===== src/rtl/y86_regfile_sb_if.sv =====
// Decode / execute / writeback / debug bundle for the Y86 register file with scoreboard.
// master = pipeline side driving decode and writeback; slave = register file.
interface y86_regfile_sb_if #(
    parameter int DATA_W = 64
);
    logic              d_valid;
    logic [3:0]        d_srcA;
    logic [3:0]        d_srcB;
    logic [3:0]        d_dstE;
    logic [3:0]        d_dstM;
    logic              d_ready;
    logic              e_valid;
    logic [DATA_W-1:0] e_valA;
    logic [DATA_W-1:0] e_valB;
    logic              w_validE;
    logic [3:0]        w_dstE;
    logic [DATA_W-1:0] w_valE;
    logic              w_validM;
    logic [3:0]        w_dstM;
    logic [DATA_W-1:0] w_valM;
    logic [3:0]        dbg_sel;
    logic [DATA_W-1:0] dbg_val;
    logic              err;

    modport master (
        output d_valid, d_srcA, d_srcB, d_dstE, d_dstM,
        output w_validE, w_dstE, w_valE, w_validM, w_dstM, w_valM, dbg_sel,
        input  d_ready, e_valid, e_valA, e_valB, dbg_val, err
    );

    modport slave (
        input  d_valid, d_srcA, d_srcB, d_dstE, d_dstM,
        input  w_validE, w_dstE, w_valE, w_validM, w_dstM, w_valM, dbg_sel,
        output d_ready, e_valid, e_valA, e_valB, dbg_val, err
    );
endinterface


===== src/rtl/y86_regfile_sb.sv =====
// Y86 register file with two bypassed read ports, two write ports and per-register pending-write scoreboard.
// Define REGFILE_ERR_EN to build the sticky err checker; otherwise err is tied low.
module y86_regfile_sb #(
    parameter int                DATA_W   = 64,
    parameter int                NUM_REGS = 15,
    parameter int                RSP_ID   = 4,
    parameter logic [DATA_W-1:0] RSP_INIT = '0,
    parameter int                MAX_PEND = 3
) (
    input  logic             clk,
    input  logic             reset,
    y86_regfile_sb_if.slave  bus
);
    localparam int         PEND_W = $clog2(MAX_PEND + 1);
    localparam logic [3:0] RNONE  = 4'hF;

    logic [DATA_W-1:0] regs     [NUM_REGS];
    logic [PEND_W-1:0] pend     [NUM_REGS];
    logic [PEND_W-1:0] pend_nxt [NUM_REGS];
    int                wb_cnt   [NUM_REGS];
    int                iss_cnt  [NUM_REGS];

    logic              wbE_ok, wbM_ok, accept;
    logic              stallA, stallB, satE, satM;
    logic [DATA_W-1:0] opA, opB;
    logic              vld_p1;
    logic [DATA_W-1:0] valA_p1, valB_p1;

    function automatic logic id_ok(input logic [3:0] id);
        return (id != RNONE) && (int'(id) < NUM_REGS);
    endfunction

    // Counter arithmetic never goes negative and never exceeds MAX_PEND.
    function automatic logic [PEND_W-1:0] sat_pend(input int v);
        if (v < 0)        return '0;
        if (v > MAX_PEND) return PEND_W'(MAX_PEND);
        return PEND_W'(v);
    endfunction

    function automatic logic [DATA_W-1:0] bypass(
        input logic [3:0] s, input logic [DATA_W-1:0] rf,
        input logic m_ok, input logic [3:0] m_id, input logic [DATA_W-1:0] m_val,
        input logic e_ok, input logic [3:0] e_id, input logic [DATA_W-1:0] e_val);
        if (!id_ok(s))            return '0;
        if (m_ok && m_id == s)    return m_val;
        if (e_ok && e_id == s)    return e_val;
        return rf;
    endfunction

    assign wbE_ok = bus.w_validE && id_ok(bus.w_dstE);
    assign wbM_ok = bus.w_validM && id_ok(bus.w_dstM);

    always_comb begin
        for (int r = 0; r < NUM_REGS; r++) begin
            wb_cnt[r] = int'(wbE_ok && bus.w_dstE == 4'(r)) + int'(wbM_ok && bus.w_dstM == 4'(r));
        end
    end

    // A source stalls only while writes remain outstanding after this cycle's writebacks.
    always_comb begin
        stallA = 1'b0;
        stallB = 1'b0;
        satE   = 1'b0;
        satM   = 1'b0;
        if (id_ok(bus.d_srcA))
            stallA = (int'(pend[bus.d_srcA]) - wb_cnt[bus.d_srcA]) > 0;
        if (id_ok(bus.d_srcB))
            stallB = (int'(pend[bus.d_srcB]) - wb_cnt[bus.d_srcB]) > 0;
        if (id_ok(bus.d_dstE))
            satE = (int'(pend[bus.d_dstE]) == MAX_PEND) && (wb_cnt[bus.d_dstE] == 0);
        if (id_ok(bus.d_dstM))
            satM = (int'(pend[bus.d_dstM]) == MAX_PEND) && (wb_cnt[bus.d_dstM] == 0);
    end

    assign bus.d_ready = !(stallA || stallB || satE || satM);
    assign accept      = bus.d_valid && bus.d_ready;

    always_comb begin
        for (int r = 0; r < NUM_REGS; r++) begin
            iss_cnt[r]  = accept ? int'(bus.d_dstE == 4'(r)) + int'(bus.d_dstM == 4'(r)) : 0;
            pend_nxt[r] = sat_pend(int'(pend[r]) + iss_cnt[r] - wb_cnt[r]);
        end
    end

    assign opA = bypass(bus.d_srcA, id_ok(bus.d_srcA) ? regs[bus.d_srcA] : '0,
                        wbM_ok, bus.w_dstM, bus.w_valM, wbE_ok, bus.w_dstE, bus.w_valE);
    assign opB = bypass(bus.d_srcB, id_ok(bus.d_srcB) ? regs[bus.d_srcB] : '0,
                        wbM_ok, bus.w_dstM, bus.w_valM, wbE_ok, bus.w_dstE, bus.w_valE);

    assign bus.dbg_val = id_ok(bus.dbg_sel) ? regs[bus.dbg_sel] : '0;

    // Decode -> execute stage boundary; M write is issued last so it wins on a shared ID.
    always_ff @(posedge clk) begin
        if (reset) begin
            for (int r = 0; r < NUM_REGS; r++) begin
                regs[r] <= (r == RSP_ID) ? RSP_INIT : '0;
                pend[r] <= '0;
            end
            vld_p1  <= 1'b0;
            valA_p1 <= '0;
            valB_p1 <= '0;
        end else begin
            for (int r = 0; r < NUM_REGS; r++) pend[r] <= pend_nxt[r];
            if (wbE_ok) regs[bus.w_dstE] <= bus.w_valE;
            if (wbM_ok) regs[bus.w_dstM] <= bus.w_valM;
            vld_p1 <= accept;
            if (accept) begin
                valA_p1 <= opA;
                valB_p1 <= opB;
            end
        end
    end

    assign bus.e_valid = vld_p1;
    assign bus.e_valA  = valA_p1;
    assign bus.e_valB  = valB_p1;

`ifdef REGFILE_ERR_EN
    logic err_q, err_hit;

    always_comb begin
        err_hit = 1'b0;
        if (wbE_ok && pend[bus.w_dstE] == '0) err_hit = 1'b1;
        if (wbM_ok && pend[bus.w_dstM] == '0) err_hit = 1'b1;
        if (bus.w_validE && !id_ok(bus.w_dstE) && bus.w_dstE != RNONE) err_hit = 1'b1;
        if (bus.w_validM && !id_ok(bus.w_dstM) && bus.w_dstM != RNONE) err_hit = 1'b1;
        if (accept && bus.d_dstE == bus.d_dstM && bus.d_dstE != RNONE) err_hit = 1'b1;
    end

    always_ff @(posedge clk) begin
        if (reset)        err_q <= 1'b0;
        else if (err_hit) err_q <= 1'b1;
    end

    assign bus.err = err_q;
`else
    assign bus.err = 1'b0;
`endif
endmodule

===== src/flat_wrapper.sv =====
// flat-port wrapper written by rule: the top's interface ports become plain ports
module y86_regfile_sb_flat 
#(
    parameter int                DATA_W   = 64,
    parameter int                NUM_REGS = 15,
    parameter int                RSP_ID   = 4,
    parameter logic [DATA_W-1:0] RSP_INIT = '0,
    parameter int                MAX_PEND = 3
)
  (clk, reset, bus_d_valid, bus_d_srcA, bus_d_srcB, bus_d_dstE, bus_d_dstM, bus_w_validE, bus_w_dstE, bus_w_valE, bus_w_validM, bus_w_dstM, bus_w_valM, bus_dbg_sel, bus_d_ready, bus_e_valid, bus_e_valA, bus_e_valB, bus_dbg_val, bus_err);
  y86_regfile_sb_if #(.DATA_W(DATA_W)) bus_i ();
  input  logic clk;
  input  logic reset;
  input wire logic [$bits(bus_i.d_valid)-1:0] bus_d_valid;
  input wire logic [$bits(bus_i.d_srcA)-1:0] bus_d_srcA;
  input wire logic [$bits(bus_i.d_srcB)-1:0] bus_d_srcB;
  input wire logic [$bits(bus_i.d_dstE)-1:0] bus_d_dstE;
  input wire logic [$bits(bus_i.d_dstM)-1:0] bus_d_dstM;
  input wire logic [$bits(bus_i.w_validE)-1:0] bus_w_validE;
  input wire logic [$bits(bus_i.w_dstE)-1:0] bus_w_dstE;
  input wire logic [$bits(bus_i.w_valE)-1:0] bus_w_valE;
  input wire logic [$bits(bus_i.w_validM)-1:0] bus_w_validM;
  input wire logic [$bits(bus_i.w_dstM)-1:0] bus_w_dstM;
  input wire logic [$bits(bus_i.w_valM)-1:0] bus_w_valM;
  input wire logic [$bits(bus_i.dbg_sel)-1:0] bus_dbg_sel;
  output wire logic [$bits(bus_i.d_ready)-1:0] bus_d_ready;
  output wire logic [$bits(bus_i.e_valid)-1:0] bus_e_valid;
  output wire logic [$bits(bus_i.e_valA)-1:0] bus_e_valA;
  output wire logic [$bits(bus_i.e_valB)-1:0] bus_e_valB;
  output wire logic [$bits(bus_i.dbg_val)-1:0] bus_dbg_val;
  output wire logic [$bits(bus_i.err)-1:0] bus_err;
  assign bus_i.d_valid = bus_d_valid;
  assign bus_i.d_srcA = bus_d_srcA;
  assign bus_i.d_srcB = bus_d_srcB;
  assign bus_i.d_dstE = bus_d_dstE;
  assign bus_i.d_dstM = bus_d_dstM;
  assign bus_i.w_validE = bus_w_validE;
  assign bus_i.w_dstE = bus_w_dstE;
  assign bus_i.w_valE = bus_w_valE;
  assign bus_i.w_validM = bus_w_validM;
  assign bus_i.w_dstM = bus_w_dstM;
  assign bus_i.w_valM = bus_w_valM;
  assign bus_i.dbg_sel = bus_dbg_sel;
  assign bus_d_ready = bus_i.d_ready;
  assign bus_e_valid = bus_i.e_valid;
  assign bus_e_valA = bus_i.e_valA;
  assign bus_e_valB = bus_i.e_valB;
  assign bus_dbg_val = bus_i.dbg_val;
  assign bus_err = bus_i.err;
  y86_regfile_sb #(.DATA_W(DATA_W), .NUM_REGS(NUM_REGS), .RSP_ID(RSP_ID), .RSP_INIT(RSP_INIT), .MAX_PEND(MAX_PEND)) u_core (.clk(clk), .reset(reset), .bus(bus_i));
endmodule

===== config.mk =====
export PLATFORM = sky130hd
export DESIGN_NAME = y86_regfile_sb_flat
export DESIGN_NICKNAME = d
export VERILOG_FILES = /design/src/rtl/y86_regfile_sb_if.sv /design/src/rtl/y86_regfile_sb.sv /design/src/flat_wrapper.sv
export SDC_FILE = /design/constraint.sdc
export NUM_CORES = 2
export LEC_CHECK = 0
export CAP_MARGIN = 15
export CORE_ASPECT_RATIO = 0.5
export CORE_UTILIZATION = 40
export DETAILED_ROUTE_END_ITERATION = 12
export PLACE_DENSITY = 0.66
export SETUP_SLACK_MARGIN = 0.1
export SLEW_MARGIN = 20
export SYNTH_ARGS = -nofsm -noshare
export SYNTH_HDL_FRONTEND = slang
export SYNTH_SLANG_ARGS = --single-unit

===== constraint.sdc =====
create_clock -name clk -period 7.7 [get_ports clk]
set_input_delay 1.155 -clock clk [delete_from_list [all_inputs] [get_ports clk]]
set_output_delay 1.155 -clock clk [all_outputs]
set_load 0.01 [all_outputs]

==> flow_summary.yaml <==
logic_synthesis:
  yosysWarnings: 0
  ys_types: 66
  netlist_instances: 5770
  synth_area_um2: 79000
  synth_top_flop_cell: "edfxtp_1"
  seq_area_frac_synth_pct: 43.0
  synth_edf_count: 1024
  synth_area_leaders: "edfxtp_1 39%, mux4_2 28%, a22o_1 9.2%"
  synthArstFlopShare_pct: 0
  yosysMostFrequentCell: "edfxtp_1"
  synth_top_area_cell: "edfxtp_1"
  syn_avg_cell_area_um2: 13.7
  synth_top_cell_area_share_pct: 38.9
  synth_commonest_cells: "1024 x edfxtp_1, 998 x mux4_2, 832 x a22o_1, 651 x clkbuf_1, 542 x nand2_1"
  synth_seq_cells: 1183
worst_hold_path:
  whs_path_depth: 2
  holdPathEnd: "u_core.bus.e_valA[13]"
  hold_class: "reg2reg"
  hp-start: "u_core.bus.e_valA[13]"
setup_path:
  crit_fanout: 15
  critPathBufInv: 4
  crit_slowest_cell: "clkdlybuf4s50_1"
  path_class: "in2out"
  reg2reg_slack_ns: 2.82
  r2r-end: "u_core.pend[2][0]"
  worstReg2RegStart: "u_core.pend[11][0]"
  slowest_delay_ns: 0.56
  path_delay_family: "buffers and inverters"
  rr_worst_depth: 18
  cp.arrival_ns: 6.22
  start_kind: "input pin"
  worstSetupEndpointType: "primary output"
  crit_chain: "clkdlybuf4s50_1, nand3b_1, nor2_1, ha_1, mux4_2, mux4_2, ha_1, inv_1, fa_1, o21ai_0, nor2_1, a31oi_1, and3b_1, buf_4, clkdlybuf4s50_1"
  critPathRequiredTime_ns: 6.55
clocking:
  cts.path.max_buffers: 3
  clock_sinks: 1183
  clock-root-buffer: "clkbuf_16"
  tritoncts: "built"
  cts_setup_buffers: 0
  clock_latency_ns: 0.78
  clkSlewWorstSetupHoldPaths_ns: 0.06
  cts_max_level: 3
  numCtsBuffers: 119
route:
  wirelength_um: 312000
  drt-pass1-iter-count: 8
  topRoutingLayerUsed: "met5"
  drt-met1-wl_um: 104000
  drtAntennaViolNets: 0
  met2WireLength_um: 138000
  drtIter0Drc: 10234
  routedWlPerCell_um: 37.6
  drc: 0
  vias: 60422
  drt-vias-per-instance: 7.28
  wl_met3_um: 46200
global_routing:
  grt_overflow: 0
  grt_pass1_wl_um: 438000
  antenna_found_initial: 28
  grt_max_degree: 134
  grt_usage_pct: 30.6
  grt_pass1_vias: 60472
sta:
  fin_worst_skew_ns: 0.0244
  hold_viol: 0
  rsz0062_at_grt: "false"
  period_share_pct: 95.8
  min_period_ns: 7.38
  tns_ns: 0
  worst_pin_slew_ns: 1.29
  max_clock_freq_mhz: 136
  setup_viol: 0
  slew_viol_final: 0
  worst_slack_ns: 0.323
  slew-limit-headroom_pct: 14.2
finish:
  stdcell_area_um2: 87900
  fin_nets: 5848
  layout-drive-gt1-share_pct: 24.9
  area_growth_pct: 11.3
placed_design:
  dp_hpwl_um: 174000
  io_buffers: 354
  place_area_um2: 84000
  gp_congestion: 0.908
  place_ws_ns: 0.166
power:
  finalPower_mw: 18.8
  irDropWorstVdd_mv: 0.222
  power_density_nw_per_um2: 214
  p_leak_nw: 29.9
floorplanning:
  die_h_um: 316
  rows: 114
  io-pin-count: 356
  core_area_um2: 195000
  fp.dieW_um: 630
  initial_core_util_pct: 40.6
  dieArea_um2: 199000
flow_run:
  cap_violations: 0
status:
  status: "finished clean"
==> report_power, final <==
group | leakage, nW | internal (mW) | switching (mW)
Clock | 1.92 | 3.28 | 2.73
Combinational | 16.8 | 2.26 | 2.43
Sequential | 11.2 | 7.61 | 0.496
==> registers in the layout, indices dropped and copies added (netlist names) <==
name and cells:
u_core.pend 30, u_core.bus.e_valid 1, u_core.bus.e_valB 64, u_core.regs 1024
u_core.bus.e_valA 64
==> metrics by stage <==
step	utilization (%)	std cells	hold slack (ns)
2_1_floorplan	-	5834	0.496
3_3_place_gp	43.1	8052	0.462
3_5_place_dp	43.1	8052	0.465
4_1_cts	45.1	8277	0.478
5_1_grt	45.1	8294	0.493
6_report	45.1	8297	0.475
==> worst max-delay path by stage <==
stage | from | depth (start not counted) | end
3_3_place_gp | bus_w_dstM[0] | 15 | bus_d_ready
6_report | bus_w_dstM[1] | 15 | bus_d_ready
2_1_floorplan | bus_w_dstM[0] | 22 | u_core.pend[6][0]
4_1_cts | bus_w_dstM[0] | 15 | bus_d_ready
5_1_grt | bus_w_dstM[1] | 15 | bus_d_ready
3_5_place_dp | bus_w_dstM[0] | 15 | bus_d_ready
==> final cells by class <==
type                            instances  area (um2)
Antenna cell                           20        50.0
Clock buffer                          153        3300
Inverter                              131         492
Multi-Input combinational cell       3622       41400
Fill cell                           16907      107000
Timing Repair Buffer                  506        4930
Sequential cell                      1183       33900
Clock inverter                         72         564
Tap cell                             2610        3270
==> cell families after synthesis <==
group | after synthesis | share of synthesized area [%]
xor gates and xnor gates | 16 | 0.177
muxes | 1150 | 30.5
DFF | 1183 | 43.0
adders and majority gates | 124 | 2.27
and+or+nand+nor | 1101 | 6.72
other | 1 | 0.00475
AOI/OAI and AO/OA | 1166 | 12.0
buffers and inverters | 1029 | 5.38
==> metal layers <==
layer	vias to the layer above	GRT usage, %
met5	-	0.0926
met3	1360	8.90
met1	30307	38.5
met2	5901	46.5
li1	22840	-
met4	14	20.4
==> cells in the final DEF, fill, tap and decap left out, types with 24 or more instances in the layout <==
cell,synthesis,final
dfxtp_1,159,159
mux4_2,998,998
o211ai_1,131,131
a22o_1,832,832
nand2_1,542,542
ha_1,92,92
and3_1,30,30
clkinv_2,0,32
fa_1,32,32
clkbuf_16,0,124
o21ai_0,144,144
buf_4,9,137
nand3_1,132,130
edfxtp_1,1024,1024
nand2b_1,139,139
conb_1,1,65
inv_1,130,130
clkinv_1,0,24
mux2i_1,148,148
nor3_1,53,42
clkdlybuf4s50_1,0,341
nor2_1,61,58
nor2b_1,68,67
==> tightest hold or removal path: stages, from the launching register on <==
cell,delay (ns)
dfxtp_1,0.31
nand2b_1,0.06
mux2i_1,0.06
==> repair_timing <==
action	CTS	global route
hold buffers	0	0
resized for setup	0	2
setup endpoints to repair	0	1
Power figures use the tool's default switching activity.
